## config.mk

```make
export PLATFORM = sky130hd
export DESIGN_NAME = polyvec_basemul_acc
export DESIGN_NICKNAME = d
export VERILOG_FILES = /design/src/rtl/kyber_pkg.sv /design/src/rtl/barrett_reduce.sv /design/src/rtl/polyvec_basemul_acc.sv
export SDC_FILE = /design/constraint.sdc
export NUM_CORES = 2
export LEC_CHECK = 0
export BUFFER_PORTS_ARGS = -buffer_cell sky130_fd_sc_hd__buf_4
export CAP_MARGIN = 20
export CORE_MARGIN = 4
export CORE_UTILIZATION = 45
export DETAILED_ROUTE_END_ITERATION = 12
export GPL_ROUTABILITY_DRIVEN = 0
export PLACE_DENSITY_LB_ADDON = 0.12
export REMOVE_ABC_BUFFERS = 1
export SYNTH_ARGS = -nofsm -noshare
export SYNTH_HDL_FRONTEND = slang
export SYNTH_SLANG_ARGS = --single-unit
export TNS_END_PERCENT = 30
```

## constraint.sdc

```tcl
create_clock -name clk -period 17.65 [get_ports clk]
set_input_delay 3.53 -clock clk [delete_from_list [all_inputs] [get_ports clk]]
set_output_delay 3.53 -clock clk [all_outputs]
set_load 0.05 [all_outputs]
```

## src/rtl/kyber_pkg.sv

```systemverilog
`default_nettype none
// ============================================================================
//  Module      : kyber_pkg
//  Description : Shared Kyber constants (modulus, polynomial geometry,
//                Barrett reduction constants) and the accumulator state
//                encoding used by polyvec_basemul_acc.
//  Revision    : 1.0  initial release
// ============================================================================
package kyber_pkg;

    localparam int KYBER_Q          = 3329;
    localparam int KYBER_N          = 256;
    localparam int KYBER_K          = 3;
    localparam int KYBER_POLY_WIDTH = 16;

    // round(2^26 / Q); paired with a 26-bit shift this gives a quotient
    // estimate that is exact to within one for |a| well beyond K*(Q-1).
    localparam int BARRETT_V     = 20159;
    localparam int BARRETT_SHIFT = 26;

    typedef enum logic [1:0] {
        IDLE  = 2'd0,
        ACCUM = 2'd1,
        LAST  = 2'd2
    } acc_state_e;

endpackage : kyber_pkg
`default_nettype wire

```

## src/rtl/barrett_reduce.sv

```systemverilog
`default_nettype none
// ============================================================================
//  Module      : barrett_reduce
//  Description : Combinational signed Barrett reduction of one coefficient.
//                  t = (V*a + 2^(SHIFT-1)) >>> SHIFT   (32-bit product)
//                  r = a - t*Q
//                Output lies in [-(Q-1)/2, (Q-1)/2] for |a| <= K*(Q-1).
//  Ports       : a  - signed W-bit input coefficient
//                r  - signed W-bit reduced coefficient
//  Revision    : 1.0  initial release
// ============================================================================
module barrett_reduce
    import kyber_pkg::*;
#(
    parameter int W = KYBER_POLY_WIDTH
) (
    input  logic signed [W-1:0] a,
    output logic signed [W-1:0] r
);

    localparam logic signed [31:0] c_V     = 32'(BARRETT_V);
    localparam logic signed [31:0] c_Q     = 32'(KYBER_Q);
    localparam logic signed [31:0] c_ROUND = 32'sd1 <<< (BARRETT_SHIFT - 1);

    logic signed [31:0] w_a;
    logic signed [31:0] w_prod;
    logic signed [31:0] w_t;

    assign w_a    = {{(32 - W){a[W-1]}}, a};
    assign w_prod = w_a * c_V + c_ROUND;
    // Arithmetic shift floors toward -inf, giving round-to-nearest overall.
    assign w_t    = w_prod >>> BARRETT_SHIFT;
    // The true difference always fits in W bits, so truncation is exact.
    assign r      = W'(w_a - w_t * c_Q);

endmodule : barrett_reduce
`default_nettype wire

```

## src/rtl/polyvec_basemul_acc.sv

```systemverilog
`default_nettype none
// ============================================================================
//  Module      : polyvec_basemul_acc
//  Description : Coefficient-wise accumulation of K streamed basemul result
//                polynomials followed by Barrett reduction of the final sum.
//                Words carry two signed W-bit coefficients, lower half first.
//                Polys 0..K-2 are accumulated into a BEATS-deep buffer; while
//                poly K-1 streams in, each word is summed, reduced and
//                presented on a single registered output stage.
//  Ports       : clk, rst            - clock, synchronous active-high reset
//                start               - begin an accumulation (ignored if busy)
//                in_valid/in_ready   - input word handshake, in_data payload
//                out_valid/out_ready - output word handshake
//                out_data            - reduced word {r[2i+1], r[2i]}
//                out_idx, out_last   - word index, high with the final word
//                busy                - high outside IDLE
//                done                - pulse after the final output handshake
//  Revision    : 1.0  initial release
// ============================================================================
module polyvec_basemul_acc
    import kyber_pkg::*;
#(
    parameter int K = KYBER_K,
    parameter int N = KYBER_N,
    parameter int W = KYBER_POLY_WIDTH
) (
    input  logic                     clk,
    input  logic                     rst,
    input  logic                     start,
    input  logic                     in_valid,
    output logic                     in_ready,
    input  logic [2*W-1:0]           in_data,
    output logic                     out_valid,
    input  logic                     out_ready,
    output logic [2*W-1:0]           out_data,
    output logic [$clog2(N/2)-1:0]   out_idx,
    output logic                     out_last,
    output logic                     busy,
    output logic                     done
);

    localparam int c_BEATS = N / 2;
    localparam int c_BW    = $clog2(c_BEATS);
    localparam int c_PW    = (K > 1) ? $clog2(K) : 1;

    localparam logic [1:0] c_ST_IDLE  = IDLE;
    localparam logic [1:0] c_ST_ACCUM = ACCUM;
    localparam logic [1:0] c_ST_LAST  = LAST;

    localparam logic [c_BW-1:0] c_BEAT_END     = c_BW'(c_BEATS - 1);
    localparam logic [c_PW-1:0] c_POLY_ACC_END = c_PW'((K > 1) ? K - 2 : 0);

    logic [1:0]       r_state;
    logic [c_BW-1:0]  r_beat;
    logic [c_PW-1:0]  r_poly;
    logic             r_in_done;   // final LAST-phase beat already taken
    logic [2*W-1:0]   r_buf [c_BEATS];

    logic             r_out_valid;
    logic [2*W-1:0]   r_out_data;
    logic [c_BW-1:0]  r_out_idx;
    logic             r_out_last;
    logic             r_done;

    logic             w_in_ready;
    logic             w_accept;
    logic             w_out_hs;
    logic             w_beat_last;
    logic             w_first_poly;
    logic [2*W-1:0]   w_buf_rd;
    logic [2*W-1:0]   w_sum;
    logic [2*W-1:0]   w_red;

    assign w_buf_rd     = r_buf[r_beat];
    assign w_first_poly = (r_poly == '0);
    assign w_beat_last  = (r_beat == c_BEAT_END);
    assign w_accept     = in_valid && w_in_ready;
    assign w_out_hs     = r_out_valid && out_ready;

    // Single output register: in LAST a new word may enter only when the
    // register is empty or being drained this cycle.
    always_comb begin
        w_in_ready = 1'b0;
        case (r_state)
            c_ST_ACCUM: w_in_ready = 1'b1;
            c_ST_LAST:  w_in_ready = !r_in_done && (!r_out_valid || out_ready);
            default:    w_in_ready = 1'b0;
        endcase
    end

    // Per-lane sum and reduction. Poly 0 bypasses the buffer so stale
    // contents from an earlier or aborted run never leak into a result.
    for (genvar g = 0; g < 2; g++) begin : g_lane
        logic [W-1:0] w_lane_sum;

        assign w_lane_sum = w_first_poly ? in_data[g*W +: W]
                                         : w_buf_rd[g*W +: W] + in_data[g*W +: W];
        assign w_sum[g*W +: W] = w_lane_sum;

        barrett_reduce #(
            .W (W)
        ) u_barrett (
            .a (w_lane_sum),
            .r (w_red[g*W +: W])
        );
    end

    // Accumulator storage carries no reset; every location is rewritten by
    // poly 0 before it is read back.
    always_ff @(posedge clk) begin
        if (!rst && w_accept && (r_state == c_ST_ACCUM)) begin
            r_buf[r_beat] <= w_sum;
        end
    end

    always_ff @(posedge clk) begin
        if (rst) begin
            r_state     <= c_ST_IDLE;
            r_beat      <= '0;
            r_poly      <= '0;
            r_in_done   <= 1'b0;
            r_out_valid <= 1'b0;
            r_out_data  <= '0;
            r_out_idx   <= '0;
            r_out_last  <= 1'b0;
            r_done      <= 1'b0;
        end else begin
            r_done <= 1'b0;
            case (r_state)
                c_ST_IDLE: begin
                    if (start) begin
                        r_beat    <= '0;
                        r_poly    <= '0;
                        r_in_done <= 1'b0;
                        r_state   <= (K == 1) ? c_ST_LAST : c_ST_ACCUM;
                    end
                end

                c_ST_ACCUM: begin
                    if (w_accept) begin
                        r_beat <= r_beat + 1'b1;
                        if (w_beat_last) begin
                            r_poly <= r_poly + 1'b1;
                            if (r_poly == c_POLY_ACC_END) begin
                                r_state <= c_ST_LAST;
                            end
                        end
                    end
                end

                c_ST_LAST: begin
                    if (w_out_hs) begin
                        r_out_valid <= 1'b0;
                    end
                    if (w_accept) begin
                        r_out_valid <= 1'b1;
                        r_out_data  <= w_red;
                        r_out_idx   <= r_beat;
                        r_out_last  <= w_beat_last;
                        r_beat      <= r_beat + 1'b1;
                        if (w_beat_last) begin
                            r_in_done <= 1'b1;
                        end
                    end
                    if (w_out_hs && r_out_last) begin
                        r_out_last <= 1'b0;
                        r_done     <= 1'b1;
                        r_state    <= c_ST_IDLE;
                    end
                end

                default: r_state <= c_ST_IDLE;
            endcase
        end
    end

    assign in_ready  = w_in_ready;
    assign out_valid = r_out_valid;
    assign out_data  = r_out_data;
    assign out_idx   = r_out_idx;
    assign out_last  = r_out_last;
    assign busy      = (r_state != c_ST_IDLE);
    assign done      = r_done;

endmodule : polyvec_basemul_acc
`default_nettype wire

```

Word-level counts from Yosys, hierarchy flattened
Memory sizes are Yosys's and may differ from the RTL's. A register that Yosys moved wholly into a read port is not among the register bits.
Index checks and enable logic that the tools add are counted.

word-level totals
  register bits = 54
  bits in writable memories = 4096
  input bits = 37
  output and inout port bits = 44
  memories kept = 1

cells by class
  add/subtract/negate cells = 8
  multiply operators = 4
  equal/unequal tests = 12
  muxes and demuxes = 29
  bitwise gates (word level) = 1
  reductions and logical operators = 27

memory list
  name   words  width  rd ports  clocked after memory_dff  write ports  RTL line                   source
  r_buf  128    32     1         1                         1            polyvec_basemul_acc.sv:57  logic [2*W-1:0] r_buf [c_BEATS];

operators with widths
  cell                                                                    count
  32-bit by 27-bit adder with 32-bit output (second input constant)       2
  16-bit by 16-bit multiplier with 32-bit output (second input constant)  2
  16-bit adder                                                            2
  6-bit by 13-bit multiplier with 16-bit output (second input constant)   2
  16-bit 2-to-1 mux                                                       2
  16-bit subtractor                                                       2
  7-bit 2-to-1 mux                                                        4
  2-bit 2-to-1 mux                                                        8
  7-bit case mux with 2 select lines                                      1
  2-bit != test (second input constant)                                   6
  2-bit nonzero test                                                      6
  1-bit 2-to-1 mux                                                        10
  4-bit AND reduction                                                     2
  7-bit by 1-bit adder with 7-bit output (second input constant)          1
  7-bit == test (second input constant)                                   1
  1-bit logical AND                                                       6
  2-bit case mux with 3 select lines                                      1
  2-bit AND reduction                                                     3
  5-bit AND reduction                                                     1
  2-bit by 1-bit == test with 1-bit output (second input constant)        2
  2-bit logical NOT                                                       2
  2-bit by 1-bit != test with 1-bit output (second input constant)        2
  1-bit case mux with 2 select lines                                      2
  2-bit case mux with 2 select lines                                      1
  other kinds (7)                                                         10

Depth between registers and ports, before layout
  depth in word-level cells = 9
  mapped depth = 63

Cells and area by module
Synthesis repeated with hierarchy kept, for this count alone.

second synthesis, totals
  cell total of the unflattened synthesis = 8106
  area total of the unflattened synthesis = 174362.2 um^2

modules (own cells, without submodules)
  module                                 instances  cells each  area an instance (um^2)  sequential area each (um^2)
  polyvec_basemul_acc                    1          6535        159530.5                 124219.1
  barrett_reduce at g_lane[1].u_barrett  1          788         7434.6                   0.0
  barrett_reduce at g_lane[0].u_barrett  1          783         7397.1                   0.0

Least setup slack after synthesis
OpenSTA, ideal clock, no wires.

  path type = input -> register
  start point = in in_data[0]
  end point = reg r_out_data[15], in the netlist out_data[15]
  arrival = 17513 ps
  slack = 3 ps
  stages on the path = 41
  path buffers = 0
  cells stage by stage = ha_1 -> fa_1 -> a21o_1 -> nand4_1 -> nand3_1 -> nand2_1 -> xor2_1 -> o21ai_1 -> xnor2_1 -> xnor2_1 -> fa_1 -> fa_1 -> inv_1 -> fa_1 -> inv_1 -> fa_1 -> inv_1 -> fa_1 -> (+5 left out) -> o21ai_0 -> o31ai_1 -> a21o_1 -> a21oi_1 -> o21bai_1 -> xnor2_1 -> ha_1 -> ha_1 -> inv_1 -> fa_1 -> fa_1 -> ha_1 -> nor3_1 -> nor2_1 -> a2111oi_0 -> nor4_1 -> mux2i_1 -> or4b_1

on the way
  word-level cells in the longest chain between the ends = 6

RTL lines
  item                                            RTL line                    source
  from (decl)                                     polyvec_basemul_acc.sv:32   input logic [2*W-1:0] in_data,
  16-bit adder *                                  polyvec_basemul_acc.sv:97   : w_buf_rd[g*W +: W] + in_data[g*W +: W];
  16-bit 2-to-1 mux *                             polyvec_basemul_acc.sv:96   assign w_lane_sum = w_first_poly ? in_data[g*W +: W]
  via g_lane[0].u_barrett.a[8]                    barrett_reduce.sv:17        input logic signed [W-1:0] a,
  16-bit by 16-bit multiplier with 32-bit output  barrett_reduce.sv:30        assign w_prod = w_a * c_V + c_ROUND;
  32-bit by 27-bit adder with 32-bit output       barrett_reduce.sv:30
  6-bit by 13-bit multiplier with 16-bit output   barrett_reduce.sv:34        assign r = W'(w_a - w_t * c_Q);
  16-bit subtractor *                             barrett_reduce.sv:34
  to (signal assigned)                            polyvec_basemul_acc.sv:157  r_out_data <= w_red;
  to (decl)                                       polyvec_basemul_acc.sv:60   logic [2*W-1:0] r_out_data;

Mark *: on every way through the listed nets, which the timed path passes. The rest lies on a longest branch.
A chain may end at the register's enable or synchronous reset.

==> run_results.csv <==
group,metric,value,unit
floorplanning,initial_core_util,45.2,%
floorplanning,io_pins,81,
clock_network,post_cts_buffers,0,
critical_path,critical-path-max-stage-delay,0.78,ns
sta,setup_tns,0,ns
critical_path,cp-end-kind,"flop",
place,place_worst_setup_slack,0.714,ns
worst_hold_path,holdPathStages,2,
worst_hold_path,min_to,"out_data[8]$_SDFFE_PP0P_",
synth,synth_cell_types,77,
sta,worst_slack,1.13,ns
layout,multi_input_area,47300,um^2
synth,syn_area,174000,um^2
place,place_hpwl,287000,um
critical_path,r2r_slack,1.13,ns
global_route,grt_pass1_wl,686000,um
clock_network,cts.reportedPaths.clkPinSlew,0.07,ns
status,status,"finished clean",
layout,nFillCells,30200,
sta,finClkSkew,0.0600,ns
synth,synth-seq-cells,4157,
sta,max_freq,60.5,MHz
global_route,grtUsageTotal,24.6,%
critical_path,path_max_fanout,52,
clock_network,htree_levels,5,
synth,netlist_instances,8073,
critical_path,critPathRequiredTime,18.49,ns
synth,ys_seq_area_share,71.4,%
route,routedWlPerCell,34.6,um
route,vias,85500,
clock_network,clk_latency,0.99,ns
synth,yosys.area_share.adder,5.95,%
clock_network,cts_root_buffer,"clkbuf_16",
clock_network,clockBufferDepth,4,
synth,synthXorXnorAreaFrac,0.638,%
synth,avgSynthCellArea,21.6,um^2
critical_path,start_kind,"flop",
global_route,grt_pass1_vias,87200,
clock_network,cts_tree,"built",
worst_hold_path,worstHoldStart,"out_data[8]$_SDFFE_PP0P_",
floorplanning,die_area,397000,um^2
route,dr.pass1.iters,6,
job,drv_cap,0,
place,io_buffers,80,
synth,synth.mux.area_fraction,17.5,%
synth,yosys.area_share.simple,1.47,%
floorplanning,num_rows,228,
clock_network,ctsHoldBuffers,0,
sta,period_minus_slack,16.52,ns
global_route,antenna_found_initial,60,
clock_network,cts_made_buffers,428,
layout,final_cell_mix,"4096 x edfxtp_1, 1321 x mux4_2, 558 x inv_1",
critical_path,cpMostUsedCell,"fa_1",
worst_hold_path,hp-class,"flop to flop",
critical_path,r2r_cells,49,
global_route,grt.overflow.total,0,
synth,synth_compound_area_share,1.00,%
synth,synth_top_family_by_area,"multiplexers",
route,route.detailed.drc,0,
synth,synth-edff-count,4096,
layout,drive_gt1_share,28.2,%
sta,final_hold_viol_count,0,
layout,area_growth,13.5,%
floorplanning,core-area,385000,um^2
clock_network,cts_sinks,4157,
synth,synthFlopType,"edfxtp_1",
sta,worst_pin_slew,1.11,ns
synth,yosysWarnings,0,
sta,setup_viol,0,
route,drt_wl_total,489000,um
sta,slew_viol_final,0,
floorplanning,die_h,630,um
global_route,grt_max_degree,102,
sta,rsz0062_at_grt,"no",
route,drt-initial-drc-count,9926,
sta,fin_crit_sh,93.6,%
layout,fin_nets,9266,
sta,slew_headroom,25.7,%
critical_path,regToRegEndpoint,"out_data[15]$_SDFFE_PP0P_",
critical_path,worstSetupPathType,"flop to flop",
route,vias_per_cell,6.05,
layout,final_common_cell,"edfxtp_1",
critical_path,critPathSlowestCell,"dfxtp_4",
layout,seq_area,124000,um^2
critical_path,worstPathArrival,17.36,ns
clock_network,ctsResizeCount,0,
route,ant_nets,0,
floorplanning,die_w,630,um
synth,synthArstFlopShare,0,%
## final cells by class
| class | instances | area share [%] |
|---|---|---|
| Antenna cell | 26 | 0.0330 |
| Sequential cell | 4157 | 62.9 |
| Clock inverter | 272 | 1.33 |
| Clock buffer | 521 | 5.63 |
| Timing Repair Buffer | 410 | 1.77 |
| Inverter | 576 | 1.12 |
| Multi-Input combinational cell | 2998 | 23.9 |
| Tap cell | 5175 | 3.28 |
## cells in the mapped netlist (5+ instances only)
cell type | n | area share, %
edfxtp_1 | 4096 | 71
mux4_2 | 1321 | 17
inv_1 | 571 | 1.2
ha_1 | 378 | 2.7
fa_1 | 280 | 3.2
nor2_1 | 217 | 0.47
nand2_1 | 196 | 0.42
clkbuf_1 | 181 | 0.39
a21oi_1 | 92 | 0.26
buf_2 | 92 | 0.26
xnor2_1 | 79 | 0.40
dfxtp_1 | 61 | 0.70
buf_1 | 54 | 0.12
o21ai_0 | 38 | 0.11
a21o_1 | 37 | 0.16
xor2_1 | 37 | 0.19
nand3_1 | 29 | 0.083
mux2i_1 | 27 | 0.16
nor3_1 | 27 | 0.078
nor2b_1 | 22 | 0.079
o21a_1 | 18 | 0.078
a211oi_1 | 16 | 0.069
mux2_2 | 15 | 0.097
nand2b_1 | 14 | 0.050
a31oi_1 | 12 | 0.043
and3_1 | 12 | 0.043
buf_6 | 10 | 0.065
o211ai_1 | 10 | 0.043
and2_1 | 9 | 0.032
or3_1 | 9 | 0.032
mux4_1 | 7 | 0.11
nand4_1 | 7 | 0.025
nand3b_1 | 6 | 0.026
o21bai_1 | 6 | 0.026
a221oi_1 | 5 | 0.025
nor4_1 | 5 | 0.018
o31ai_1 | 5 | 0.022
## layer usage
metal | track usage, % | up-vias | share of wire [%]
li1 | - | 34000 | -
met1 | 36.3 | 47200 | 42
met2 | 38.6 | 3636 | 47
met3 | 3.79 | 694 | 7.6
met4 | 6.34 | 18 | 2.9
met5 | 0 | - | 0.026
## worst max path at each step
| stage | startpoint | endpoint | slack [ns] | cells after the start |
|---|---|---|---|---|
| floorplan | flop | out_data[15]$_SDFFE_PP0P_ | -39.78 | 46 |
| global placement | flop | out_data[15]$_SDFFE_PP0P_ | 0.62 | 48 |
| detailed placement | flop | out_data[15]$_SDFFE_PP0P_ | 0.71 | 48 |
| CTS | flop | out_data[15]$_SDFFE_PP0P_ | 0.70 | 48 |
| global route | flop | out_data[15]$_SDFFE_PP0P_ | 0.07 | 49 |
| finish | flop | out_data[15]$_SDFFE_PP0P_ | 1.13 | 49 |
## kinds of logic (layout without fill, tap and decap cells)
family          Yosys count  after routing
buf+inv                 918           1779
fa+ha+maj               660            660
simple gates            577            577
mux                    1370           1370
compound gates          271            271
flops                  4157           4157
other cells               0             26
xor+xnor                120            120
## worst max-delay path, delay by kind of cell (launching register included)
kind            cells  cell delay (ns)
simple gates        9             1.84
fa+ha+maj          12             5.01
mux                 4             1.75
flops               1             0.78
xor+xnor            2             0.76
compound gates     11             3.60
buf+inv            11             2.46
## sequential cells by signal (all words and copies together), names as in the netlist, named ones only
register,flops
done,1
out_data,32
out_idx,7
out_last,1
out_valid,1
r_beat,7
r_buf,4096
r_in_done,1
r_poly,2
r_state,2
## per-stage QoR
stage	hold WS, ns	std cells	utilization, %	cell area [um^2]
2_1_floorplan	0.454	7731	-	173000
3_3_place_gp	0.442	13300	47.6	184000
3_5_place_dp	0.450	13300	47.6	184000
4_1_cts	0.458	14100	51.2	197000
5_1_grt	0.485	14100	51.2	197000
6_report	0.453	14100	51.2	197000
Power is not shown: default switching activity piles up to over one toggle a cycle in this logic, so the estimate is an artifact.
